## src/rtl/conv_pkg.sv

```systemverilog
// Shared constants for the convolution datapath and its window front-end.
// Also provides the counter-width helper used by the position counters and line-buffer address.
package conv_pkg;

  localparam int DEF_IMAGE_WIDTH = 8;
  localparam int DEF_MATRIX_SIZE = 3;

  // Counters and addresses need at least one bit, even for a range of 1 or 2.
  function automatic int cnt_width(input int n);
    return (n <= 2) ? 1 : $clog2(n);
  endfunction

endpackage

```

## src/rtl/conv_window_gen_if.sv

```systemverilog
// Pixel-in / window-out handshake bundle for conv_window_gen.
// The master side feeds pixels and consumes windows.
interface conv_window_gen_if
  import conv_pkg::*;
#(
  parameter int IMAGE_WIDTH = DEF_IMAGE_WIDTH,
  parameter int MATRIX_SIZE = DEF_MATRIX_SIZE
);

  logic                                         frame_clr;
  logic                                         in_valid;
  logic                                         in_ready;
  logic [IMAGE_WIDTH-1:0]                       in_pixel;
  logic                                         out_valid;
  logic                                         out_ready;
  logic [IMAGE_WIDTH*MATRIX_SIZE*MATRIX_SIZE-1:0] out_matrix;
  logic                                         out_last;

  modport master (
    output frame_clr, in_valid, in_pixel, out_ready,
    input  in_ready, out_valid, out_matrix, out_last
  );

  modport slave (
    input  frame_clr, in_valid, in_pixel, out_ready,
    output in_ready, out_valid, out_matrix, out_last
  );

endinterface

```

## src/rtl/conv_window_gen_line_buffer.sv

```systemverilog
// One image line of storage: combinational read and synchronous write at the same address,
// so a read in the write cycle returns the previous line's pixel. The RAM is not reset.
module line_buffer
  import conv_pkg::*;
#(
  parameter int DEPTH = 32,
  parameter int WIDTH = DEF_IMAGE_WIDTH,
  parameter int AW    = cnt_width(DEPTH)
) (
  input  logic             clk,
  input  logic             wr_en,
  input  logic [AW-1:0]    addr,
  input  logic [WIDTH-1:0] wr_data,
  output logic [WIDTH-1:0] rd_data
);

  logic [WIDTH-1:0] mem [DEPTH];

  assign rd_data = mem[addr];

  always_ff @(posedge clk) begin
    if (wr_en) mem[addr] <= wr_data;
  end

endmodule

```

## src/rtl/conv_window_gen.sv

```systemverilog
// Streaming MATRIX_SIZE x MATRIX_SIZE window generator over a raster pixel stream.
// Emits only fully-interior windows, flattened in conv_mat.in_matrix packing.
module conv_window_gen
  import conv_pkg::*;
#(
  parameter int IMAGE_WIDTH = DEF_IMAGE_WIDTH,
  parameter int MATRIX_SIZE = DEF_MATRIX_SIZE,
  parameter int IMG_COLS    = 32,
  parameter int IMG_ROWS    = 32
) (
  input  logic               clk,
  input  logic               rst_n,
  conv_window_gen_if.slave   bus
);

  localparam int CW  = cnt_width(IMG_COLS);
  localparam int RW  = cnt_width(IMG_ROWS);
  localparam int NLB = MATRIX_SIZE - 1;
  localparam int MW  = IMAGE_WIDTH * MATRIX_SIZE * MATRIX_SIZE;

  localparam logic [CW-1:0] COL_LAST = CW'(IMG_COLS - 1);
  localparam logic [RW-1:0] ROW_LAST = RW'(IMG_ROWS - 1);
  localparam logic [CW-1:0] COL_MIN  = CW'(MATRIX_SIZE - 1);
  localparam logic [RW-1:0] ROW_MIN  = RW'(MATRIX_SIZE - 1);

  logic [CW-1:0]          col_cnt;
  logic [RW-1:0]          row_cnt;
  logic                   out_valid_q;
  logic                   out_last_q;
  logic                   accept;
  logic                   col_wrap;
  logic                   row_wrap;
  logic                   win_done;
  logic [IMAGE_WIDTH-1:0] lb_rd   [NLB];
  logic [IMAGE_WIDTH-1:0] new_col [MATRIX_SIZE];
  logic [IMAGE_WIDTH-1:0] win     [MATRIX_SIZE][MATRIX_SIZE];
  logic [MW-1:0]          mat_flat;

  assign bus.in_ready = !out_valid_q || bus.out_ready;
  assign accept       = bus.in_valid && bus.in_ready && !bus.frame_clr;
  assign col_wrap     = (col_cnt == COL_LAST);
  assign row_wrap     = (row_cnt == ROW_LAST);
  assign win_done     = (row_cnt >= ROW_MIN) && (col_cnt >= COL_MIN);

  // Line buffers form a vertical delay chain: lb 0 holds the previous line, lb 1 the one before.
  for (genvar k = 0; k < NLB; k++) begin : g_lb
    if (k == 0) begin : g_head
      line_buffer #(.DEPTH(IMG_COLS), .WIDTH(IMAGE_WIDTH)) u_lb (
        .clk     (clk),
        .wr_en   (accept),
        .addr    (col_cnt),
        .wr_data (bus.in_pixel),
        .rd_data (lb_rd[k])
      );
    end else begin : g_tail
      line_buffer #(.DEPTH(IMG_COLS), .WIDTH(IMAGE_WIDTH)) u_lb (
        .clk     (clk),
        .wr_en   (accept),
        .addr    (col_cnt),
        .wr_data (lb_rd[k-1]),
        .rd_data (lb_rd[k])
      );
    end
  end

  // Top row of the new column comes from the oldest line buffer, bottom row is the live pixel.
  always_comb begin
    for (int r = 0; r < MATRIX_SIZE; r++) new_col[r] = '0;
    for (int r = 0; r < NLB; r++) new_col[r] = lb_rd[NLB-1-r];
    new_col[MATRIX_SIZE-1] = bus.in_pixel;
  end

  always_ff @(posedge clk or negedge rst_n) begin
    if (!rst_n) begin
      for (int r = 0; r < MATRIX_SIZE; r++)
        for (int c = 0; c < MATRIX_SIZE; c++)
          win[r][c] <= '0;
    end else if (accept) begin
      for (int r = 0; r < MATRIX_SIZE; r++) begin
        for (int c = 0; c < MATRIX_SIZE - 1; c++) win[r][c] <= win[r][c+1];
        win[r][MATRIX_SIZE-1] <= new_col[r];
      end
    end
  end

  always_ff @(posedge clk or negedge rst_n) begin
    if (!rst_n) begin
      col_cnt     <= '0;
      row_cnt     <= '0;
      out_valid_q <= 1'b0;
      out_last_q  <= 1'b0;
    end else if (bus.frame_clr) begin
      col_cnt     <= '0;
      row_cnt     <= '0;
      out_valid_q <= 1'b0;
      out_last_q  <= 1'b0;
    end else begin
      if (accept) begin
        if (col_wrap) begin
          col_cnt <= '0;
          row_cnt <= row_wrap ? '0 : row_cnt + 1'b1;
        end else begin
          col_cnt <= col_cnt + 1'b1;
        end
      end
      // A completing accept reloads the window in the same edge that consumes the old one.
      if (accept && win_done) begin
        out_valid_q <= 1'b1;
        out_last_q  <= row_wrap && col_wrap;
      end else if (bus.out_ready) begin
        out_valid_q <= 1'b0;
        out_last_q  <= 1'b0;
      end
    end
  end

  always_comb begin
    mat_flat = '0;
    for (int r = 0; r < MATRIX_SIZE; r++)
      for (int c = 0; c < MATRIX_SIZE; c++)
        mat_flat[(r*MATRIX_SIZE+c)*IMAGE_WIDTH +: IMAGE_WIDTH] = win[r][c];
  end

  assign bus.out_matrix = mat_flat;
  assign bus.out_valid  = out_valid_q;
  assign bus.out_last   = out_last_q;

endmodule

```

## src/flat_wrapper.sv

```systemverilog
// flat-port wrapper written by rule: the top's interface ports become plain ports
module conv_window_gen_flat import conv_pkg::*;
#(
  parameter int IMAGE_WIDTH = DEF_IMAGE_WIDTH,
  parameter int MATRIX_SIZE = DEF_MATRIX_SIZE,
  parameter int IMG_COLS    = 32,
  parameter int IMG_ROWS    = 32
)
  (clk, rst_n, bus_frame_clr, bus_in_valid, bus_in_pixel, bus_out_ready, bus_in_ready, bus_out_valid, bus_out_matrix, bus_out_last);
  conv_window_gen_if #(.IMAGE_WIDTH(IMAGE_WIDTH), .MATRIX_SIZE(MATRIX_SIZE)) bus_i ();
  input  logic clk;
  input  logic rst_n;
  input wire logic [$bits(bus_i.frame_clr)-1:0] bus_frame_clr;
  input wire logic [$bits(bus_i.in_valid)-1:0] bus_in_valid;
  input wire logic [$bits(bus_i.in_pixel)-1:0] bus_in_pixel;
  input wire logic [$bits(bus_i.out_ready)-1:0] bus_out_ready;
  output wire logic [$bits(bus_i.in_ready)-1:0] bus_in_ready;
  output wire logic [$bits(bus_i.out_valid)-1:0] bus_out_valid;
  output wire logic [$bits(bus_i.out_matrix)-1:0] bus_out_matrix;
  output wire logic [$bits(bus_i.out_last)-1:0] bus_out_last;
  assign bus_i.frame_clr = bus_frame_clr;
  assign bus_i.in_valid = bus_in_valid;
  assign bus_i.in_pixel = bus_in_pixel;
  assign bus_i.out_ready = bus_out_ready;
  assign bus_in_ready = bus_i.in_ready;
  assign bus_out_valid = bus_i.out_valid;
  assign bus_out_matrix = bus_i.out_matrix;
  assign bus_out_last = bus_i.out_last;
  conv_window_gen #(.IMAGE_WIDTH(IMAGE_WIDTH), .MATRIX_SIZE(MATRIX_SIZE), .IMG_COLS(IMG_COLS), .IMG_ROWS(IMG_ROWS)) u_core (.clk(clk), .rst_n(rst_n), .bus(bus_i));
endmodule
```

## config.mk

```make
export PLATFORM = sky130hd
export DESIGN_NAME = conv_window_gen_flat
export DESIGN_NICKNAME = d
export VERILOG_FILES = /design/src/rtl/conv_pkg.sv /design/src/rtl/conv_window_gen_if.sv /design/src/rtl/conv_window_gen_line_buffer.sv /design/src/rtl/conv_window_gen.sv /design/src/flat_wrapper.sv
export SDC_FILE = /design/constraint.sdc
export NUM_CORES = 1
export LEC_CHECK = 0
export ABC_CLOCK_PERIOD_IN_PS = 2800
export BUFFER_PORTS_ARGS = -buffer_cell sky130_fd_sc_hd__buf_2
export CORE_MARGIN = 5
export CORE_UTILIZATION = 42
export CTS_BUF_LIST = sky130_fd_sc_hd__clkbuf_4
export CTS_CLUSTER_DIAMETER = 30
export DETAILED_ROUTE_END_ITERATION = 8
export PLACE_DENSITY_LB_ADDON = 0.3
export SLEW_MARGIN = 0
export SYNTH_ARGS = -nofsm -noshare
export SYNTH_HDL_FRONTEND = slang
export SYNTH_SLANG_ARGS = --single-unit
```

## constraint.sdc

```tcl
create_clock -name clk -period 2.8 [get_ports clk]
set_clock_uncertainty 0.15 [all_clocks]
set_input_delay 0.14 -clock clk [delete_from_list [all_inputs] [get_ports clk]]
set_output_delay 0.14 -clock clk [all_outputs]
set_load 0.02 [all_outputs]
```

== Word-level counts from Yosys, hierarchy flattened ==
Memory sizes are Yosys's and may differ from the RTL's. A register that Yosys moved wholly into a read port is not among the register bits.
Cells that the tools add are included.

* Register bits: 76
* Bits in writable memories: 512
* Input bits: 13
* Output and inout port bits: 75
* Memories: 2

{| class="wikitable"
|+ Memories
! name !! depth !! width !! read ports !! clocked after Yosys merged registers in !! write ports !! line !! source
|-
| u_core.g_lb[0].g_head.u_lb.mem || 32 || 8 || 1 || 0 || 1 || conv_window_gen_line_buffer.sv:17 || <nowiki>logic [WIDTH-1:0] mem [DEPTH];</nowiki>
|-
| u_core.g_lb[1].g_tail.u_lb.mem || 32 || 8 || 1 || 1 || 1 || conv_window_gen_line_buffer.sv:17 ||
|}

* Add/subtract/negate cells: 2
* Magnitude comparators: 2
* Equality and inequality tests: 2
* Multiplexer cells: 14
* Reductions and logical operators: 13

{| class="wikitable"
|+ Operators by type and width
! kind !! count
|-
| $mux W5 || 7
|-
| $add A5 B1 Y5 const B || 2
|-
| $eq A5 B5 Y1 const B || 2
|-
| $ge A5 B2 Y1 const B || 2
|-
| $mux W1 || 7
|-
| $logic_and A1 B1 Y1 || 5
|-
| $reduce_bool A2 Y1 || 2
|-
| $logic_not A1 Y1 || 3
|-
| $reduce_bool A3 Y1 || 1
|-
| $reduce_and A2 Y1 || 1
|-
| $logic_or A1 B1 Y1 || 1
|}

== Logic depth before layout (Yosys ltp) ==
Gate-level depths: netlist (run 1).

* Word-level depth: 7
* Mapped depth: 9
* Mapped depth without buffers: 6

== Modules after synthesis ==
From an unflattened synthesis (run 1), not the netlist that was laid out.

* Cells, all modules: 1358
* Area, all modules: 23446.2 um^2

{| class="wikitable"
|+ By module, submodules not included
! module !! times used !! cells an instance !! area each (um^2)
|-
| line_buffer || 2 || 568 || 10045.9
|-
| conv_window_gen || 1 || 222 || 3354.5
|}

== Worst setup path before layout (run 1) ==
Ideal clock, no wire load.

* Path kind: register to register
* From: reg u_core.out_valid_q (netlist: u_core.bus.out_valid)
* To: mem u_core.g_lb[0].g_head.u_lb.mem[24][0] (netlist bit), enable pin
* Arrival time: 2.169 ns
* Data required time: 2.262 ns
* Setup slack: 0.092 ns
* Stages on the path, launching flop included: 8
* Path buffers: 3
* Cells stage by stage: dfrtp_1 > nand2b_1 > buf_4 > and3b_1 > clkbuf_1 > buf_2 > nand2_1 > nor2_1

* Word-level cells in the longest chain between the ends: 6

{| class="wikitable"
|+ Ends and longest elaborated chain
! element !! line !! source
|-
| from (decl) || conv_window_gen.sv:28 || <nowiki>logic out_valid_q;</nowiki>
|-
| from (signal assigned) || conv_window_gen.sv:90 || <nowiki>out_valid_q <= 1'b0;</nowiki>
|-
| from (signal assigned) || conv_window_gen.sv:95 || <nowiki>out_valid_q <= 1'b0;</nowiki>
|-
| from (signal assigned) || conv_window_gen.sv:108 || <nowiki>out_valid_q <= 1'b1;</nowiki>
|-
| $logic_not A1 Y1 || conv_window_gen.sv:39 || <nowiki>assign bus.in_ready = !out_valid_q || bus.out_ready;</nowiki>
|-
| $logic_or A1 B1 Y1 || conv_window_gen.sv:39 ||
|-
| named net bus_in_ready || flat_wrapper.sv:17 || <nowiki>output wire logic [$bits(bus_i.in_ready)-1:0] bus_in_ready;</nowiki>
|-
| $logic_and A1 B1 Y1 (2 in a row) || conv_window_gen.sv:40 || <nowiki>assign accept = bus.in_valid && bus.in_ready && !bus.frame_clr;</nowiki>
|-
| $mux W1 || conv_window_gen_line_buffer.sv:22 || <nowiki>if (wr_en) mem[addr] <= wr_data;</nowiki>
|-
| $mux W1 (not written as such) || conv_window_gen_line_buffer.sv:22 ||
|-
| to (decl) || conv_window_gen_line_buffer.sv:17 ||
|}

The timed path passes the listed nets, and every way through them passes these cells.

== Final worst setup path (run 1) ==
* From: reg u_core.col_cnt[0]
* To: mem u_core.g_lb[1].g_tail.u_lb.mem[22][2] (netlist bit) (data pin)

* Word-level cells in the longest chain between the ends: 1

{| class="wikitable"
|+ Ends and longest elaborated chain
! element !! line !! source
|-
| from (decl) || conv_window_gen.sv:26 || <nowiki>logic [CW-1:0] col_cnt;</nowiki>
|-
| from (signal assigned) || conv_window_gen.sv:103 || <nowiki>col_cnt <= col_cnt + 1'b1;</nowiki>
|-
| $mem_v2 Z32 W8 || n/a ||
|-
| named net u_core.g_lb[0].g_head.u_lb.rd_data[2] || conv_window_gen_line_buffer.sv:14 || <nowiki>output logic [WIDTH-1:0] rd_data</nowiki>
|-
| to (decl) || conv_window_gen_line_buffer.sv:17 ||
|}

The timed path passes the listed nets, and every way through them passes these cells.

==> results.md, run 1 <==
* Root buf cell: clkbuf_4
* CP Data Required Time at 3360 ps
* Critical path class: register to register
* Worst-margin pin slew at 830 ps
* First-pass GRT wire length at 86.2 mm
* # clock sinks at roughly 600
* Drt pass-1 iters at 5
* Crit path from: u_core.col_cnt[0]
* CTS buffer count at 153
* Seq/Total Area, Yosys at 75.1%
* Layout Cells excl Fill at 2,545
* Setup TNS at 0 ps
* Gr usage total at between 15 and 20%
* CP Cell Sequence: buf_12 > or4_1 > o22ai_2 > nor4_4 > buf_4 > nand2_1 > buf_4
* Slew HR at 44.7%
* Asr flop ratio synth at 14.1%
* Max VDD drop at 0.000368 V
* Met1 Track Usage GR at 26.1%
* Starting density of the core at around 42%
* Setup violators final at 0
* Die Span Y at 245 um
* RSZ-0062 raised after global routing: false
* Number of synthesized flops with an enable pin at 512
* Area after DPL at 25,400 um2
* CTS HTree Levels at 4
* CP max stage delay at 730 ps
* Ys flop type: edfxtp_1
* Hold worst-path end: u_core.col_cnt[0]
* Hold crit path type: input pin to register
* Final hold viol count at 0
* Syn_nets at 1,390
* Crit path DAT at around 3300 ps
* Status: finished, final reports clean
* Core ar. at 55,000 um2
* Total power at 0.0191 W
* Max capacitance violation total at 0
* Nets at about 1,700
* FF-to-FF Start: u_core.col_cnt[0]
* Final Instance Area at 27,700 um2
* Worst-Skew Late Latency at 990 ps
* Reg clk slew, reported paths at 70 ps
* Largest net degree at the start of global routing at 75
* Vias in the first global route at 13,600
* Routability cong. at 0.828
* Slew Limit Fails at 0
* Routing usage on met2 at between 30 and 40%
* WL/cell at 23.2 um
* Lkg Pwr at approximately 9.9 nW
* Yosys warnings at 0
* TritonCTS clock tree: done
* I/O Buffers at 87
* CP max FO at 32
* Final WL at 59.1 mm
* GRT Residual Overflow at 0
* CP Capture Type: register
* DRC marker count from the first detailed-route iteration at 980
* HPWL after DPL at 36.8 mm
* Clock Tree Buf Depth at 3
* Slowest cell on crit path: or4_1
* #FFs+latches synth at 596
* GR Layer Usage met3 at 5.67%
* Syn Inst Count at 1,369
* Pwr Density at just under 700 nW/um2
* Die area at 60,200 um2
* Worst hold start: bus_in_valid
* Syn avg cell area at between 15 and 20 um2
* Drt drc at 0
* R2R Path End: u_core.g_lb[1].g_tail.u_lb.mem[22][2]
* Tmin final at between 2000 and 3000 ps
* Grt peak-use layer: met2
* Die width at 245 um
* Hold Crit Depth at 5
* Antenna-violating nets left at 0
* Most frequent CP cell: buf_4
* Critical Path Source Type: register
* Vias at 13,600
* Initial antenna violation count at 2
* Fmax at 366 MHz
* Reg2Reg Depth at 7
* R2R Setup Slk at 70 ps
* Area grow syn2layout at 19.1%
* Drt via density at 5.34
* Cell count after placement at 2,254
* Yosys cell types at a little over 50
* # IOs at around 90
* Mapped cell area at 23,300 um2
* Final worst-path cycle share at 97.7%
* Site row count at 86
* Layout cells sized above 1 at 29.1%
==> critical path, delay by kind of cell, from the launching register on <==
family / cells / cell delay (ps)
simple gates: 3 / 880
flops: 1 / 550
buf+inv: 3 / 630
compound gates: 1 / 240
==> timing repair <==
item	4_1_cts	5_1_grt
hold endpoints to repair	445	0
hold buffers	22	0
pin swaps	0	1
endpoints found under the setup margin	64	135
buffers inserted	0	1
resized for setup	2	11
==> metrics by stage <==
stage                     worst slack [ps]  hold WS, ps  util [%]
after floorplan                       92.4         -306         -
after global placement               -6.84         52.7      46.2
after detailed placement             -52.1         56.1      46.2
after CTS                             32.1         3.53      50.3
after global routing                  3.12         53.0      50.4
final                                 65.3          110      50.4
==> flip-flops by register name (all words and copies together) (netlist names) <==
register and flops:
u_core.bus.out_valid 1, u_core.col_cnt 5, u_core.row_cnt 5, u_core.bus.out_matrix 72, u_core.g_lb.g_tail.u_lb.mem 256, u_core.g_lb.g_head.u_lb.mem 256, u_core.bus.out_last 1
==> power by group <==
part	internal, W	total (W)	switching (W)
registers	0.00993	0.0101	0.000179
logic	0.000525	0.00148	0.000956
clock network	0.00409	0.00749	0.00340
==> area by class of cell <==
type / count / area [um2]
multi-input cells: 690 / 5390
flip-flops and latches: 596 / 17500
well taps: 748 / 936
repair buffers: 237 / 1890
clock inverters: 46 / 335
fillers: 4597 / 27300
diodes: 1 / 2.50
inverters: 6 / 22.5
clock buffers: 221 / 1660
==> metal layers <==
metal  vias up  wire (um)
li1       6100          -
met1      6936      25500
met2       493      28400
met3        62       4450
met4         0        732
met5         -          0
==> placed cells by master (no fill, tap or decap), types with 8 or more instances in the layout <==
master | netlist | routed
mux4_2 | 35 | 35
buf_4 | 6 | 107
clkinv_2 | 0 | 8
o22ai_1 | 76 | 73
clkinv_1 | 0 | 26
a22o_1 | 13 | 13
nand2_1 | 181 | 181
mux2i_1 | 173 | 173
dlygate4sd3_1 | 0 | 21
a31oi_1 | 15 | 15
buf_2 | 37 | 86
dfrtp_1 | 84 | 82
a21oi_1 | 12 | 12
clkbuf_4 | 0 | 221
nor2_1 | 65 | 65
edfxtp_1 | 512 | 512
buf_12 | 1 | 20
nor4_1 | 20 | 17
ha_1 | 8 | 8
==> Yosys cell counts, drive strengths merged, types with 5 or more instances <==
cell,instances,area share [%]
a21oi,12,0.26
a22o,13,0.49
a22oi,5,0.16
a31oi,15,0.40
and3,5,0.13
buf,56,1.6
clkbuf,21,0.34
dfrtp,84,9.0
edfxtp,512,66
ha,8,0.43
inv,6,0.097
mux2i,173,7.4
mux4,42,4.2
nand2,181,2.9
nand3,6,0.13
nand4bb,6,0.29
nor2,65,1.0
nor4,24,0.75
o21ai,7,0.15
o22ai,76,2.0
or4b,6,0.27
==> worst max-delay path by stage <==
stage	end	slack, ps
final	u_core.g_lb[1].g_tail.u_lb.mem[22][2]	70
after global routing	u_core.bus.out_last	3
after CTS	u_core.g_lb[1].g_tail.u_lb.mem[18][2]	30
after detailed placement	u_core.g_lb[1].g_tail.u_lb.mem[15][5]	-50
after global placement	u_core.g_lb[1].g_tail.u_lb.mem[17][5]	-7
after floorplan	u_core.g_lb[0].g_head.u_lb.mem[24][0]	90
==> kinds of logic (layout without fill, tap and decap cells) <==
kind of cell    Yosys count  after routing  synth area share, %
other cells               0              1                    0
mux                     215            215                 11.6
simple gates            327            327                 6.76
fa+ha+maj                 8              8                0.430
buf+inv                  83            510                 2.04
compound gates          140            140                 4.06
flops                   596            596                 75.1
Power figures use the tool's default switching activity.
==> inputs of run 2 (changes only) <==
Settings changed: CTS_BUF_LIST sky130_fd_sc_hd__clkbuf_4 to default.
==> run 2 against run 1 <==
  * Core utilization increased by 3.0 points
  * Flip-flop and latch count unchanged
  * Setup slack got worse by 27 ps
  * Combinational power about the same
  * Via count decreased by 0.99%
  * Die area unchanged
  * Non-clock buffer count decreased by 7
  * Sequential share of layout area decreased by 3.5 points
  * Wire length increased by 0.47%
  * Fmax decreased by 0.97%
  * Critical path type unchanged
  * Largest power group is now clock
  * Highest routed layer unchanged
==> results.md, run 2 (synthesis results as in run 1) <==
* HPWL after DPL at 36.8 mm
* Final worst-path cycle share at 98.6%
* Starting density of the core at 42.3%
* Final setup margin at just under 40 ps
* Layout cells sized above 1 at 26.4%
* CTS HTree Levels at 3
* Most common cell after layout, fill and taps aside: edfxtp_1
* Antenna-violating nets left at 0
* First-pass GRT wire length at between 80 and 90 mm
* Die area at 60,200 um2
* Pwr Density at 837 nW/um2
* Setup TNS at 0 ps
* Root buf cell: clkbuf_16
* Most frequent CP cell: buf_4
* Met1 Track Usage GR at 26.7%
* Tmin final at 2760 ps
* # IOs at 88
* Commonest cells after routing, fill and taps aside: edfxtp_1 (512), nand2_1 (181), mux2i_1 (173)
* Vias in the first global route at 13,500
* GRT Residual Overflow at 0
* Grt peak-use layer: met2
* Fmax at 362 MHz
* Final hold viol count at 0
* Max capacitance violation total at 0
* Drt drc at 0
* Die width at 245 um
* Largest net degree at the start of global routing at 75
* CP Capture Type: register
* Initial antenna violation count at 1
* Worst-margin pin slew at 843 ps
* N_diodes at 0
* DRC marker count from the first detailed-route iteration at about 1,000
* Layout Cells excl Fill at 2,484
* Clock Tree Buf Depth at 3
* Cell count after placement at 2,254
* Lkg Pwr at about 10 nW
* CTS buffer count at 112
* CP max FO at 32
* Core ar. at 55,000 um2
* Slew Limit Fails at 0
* Reg clk slew, reported paths at roughly 50 ps
* Final WL at between 50 and 60 mm
* Area grow syn2layout at 26.1%
* Hold crit path type: input pin to register
* Drt pass-1 iters at 5
* Slew HR at 43.8%
* Status: finished, final reports clean
* Drt via density at 5.42
* RSZ-0062 raised after global routing: false
* Nets at 1,657
* Critical Path Source Type: register
* Crit path DAT at 2950 ps
* Critical path class: register to register
* I/O Buffers at between 80 and 90
* Gr usage total at 19.5%
* WL/cell at 23.9 um
* Vias at 13,500
* Total power at 0.0246 W
* CP Cell Sequence: buf_4 > buf_4 > nand4b_1 > o22ai_1 > nor4_2 > buf_4 > nand2_1 > buf_4
* Die Span Y at 245 um
* # clock sinks at 596
* Sequential Area at 17,500 um2
* TritonCTS clock tree: done
* Slowest cell on crit path: nor4_2
* Pre-CTS setup slack at -52.1 ps
* Fill cell count at 4,338
* Routing usage on met2 at 30.8%
* Setup violators final at 0
* Routability cong. at 0.828
* Max VDD drop at 0.000562 V
* Site row count at 86
* CP Data Required Time at 2990 ps
* GR Layer Usage met3 at 4.58%
* CP max stage delay at 520 ps
* Multi-input gate area at 5350 um2
* Worst-Skew Late Latency at 640 ps
[run 2: cell count changes in the layout (fill, tap and decap cells not counted), sizes merged]
cell	before	now
buf	216	215
bufinv	5	8
clkbuf	221	139
clkinv	36	44
clkinvlp	3	8
diode	1	0
dlygate4sd3	21	15
inv	8	21
[run 2: worst paths after layout]
path / startpoint / end / slack (ps) / cells after the start
min reg2reg: u_core.bus.out_matrix[0] / u_core.bus.out_matrix[0] / 320 / 2
min in group asynchronous: rst_n / u_core.bus.out_matrix[53] / 490 / 4
min: bus_frame_clr / u_core.row_cnt[4] / 290 / 3
max reg2reg: u_core.col_cnt[4] / u_core.g_lb[1].g_tail.u_lb.mem[20][5] / 40 / 8
max in group asynchronous: rst_n / u_core.col_cnt[1] / 1760 / 4
max: u_core.col_cnt[4] / u_core.g_lb[1].g_tail.u_lb.mem[20][5] / 40 / 8
[run 2: metrics by stage]
| step | hold slack, ps | area, um2 | utilization, % |
|---|---|---|---|
| 2_1_floorplan | -306 | 23300 | - |
| 3_3_place_gp | 52.7 | 25400 | 46.2 |
| 3_5_place_dp | 56.1 | 25400 | 46.2 |
| 4_1_cts | 267 | 29300 | 53.4 |
| 5_1_grt | 312 | 29400 | 53.4 |
| 6_report | 293 | 29400 | 53.4 |
[run 2: metal layers]
| layer | up-vias | wire length [um] | share of wire, % |
|---|---|---|---|
| li1 | 5935 | - | - |
| met1 | 6874 | 25200 | 42 |
| met2 | 543 | 27900 | 47 |
| met3 | 104 | 4600 | 7.8 |
| met4 | 0 | 1660 | 2.8 |
| met5 | - | 0 | 0 |
[run 2: where the power goes]
group / internal, W / leakage [nW] / switching (W) / total [W]
Clock: 0.00849 / 1.83 / 0.00448 / 0.0130
Sequential: 0.00996 / 5.65 / 0.000180 / 0.0101
Combinational: 0.000513 / 2.98 / 0.000953 / 0.00147
[run 2: worst max-delay path: cells and delay by family, from the launching register on]
family | cells | cell delay [ps]
flops | 1 | 420
buf+inv | 4 | 780
simple gates | 3 | 920
compound gates | 1 | 160
[run 2: area by class of cell]
cell class                 count  area share (%)
inverter                       6          0.0767
clock inverter                75            2.41
tap                          748            3.19
timing repair buffer         230            6.15
clock buffer                 139            10.4
multi-input combinational    690            18.2
sequential                   596            59.6
[run 2: timing repair]
item | in CTS | in global routing
endpoints found under the hold margin | 360 | 0
hold buffers | 16 | 0
endpoints found under the setup margin | 32 | 112
gates resized for setup | 1 | 4
buffers inserted | 0 | 0
pin swaps | 0 | 0
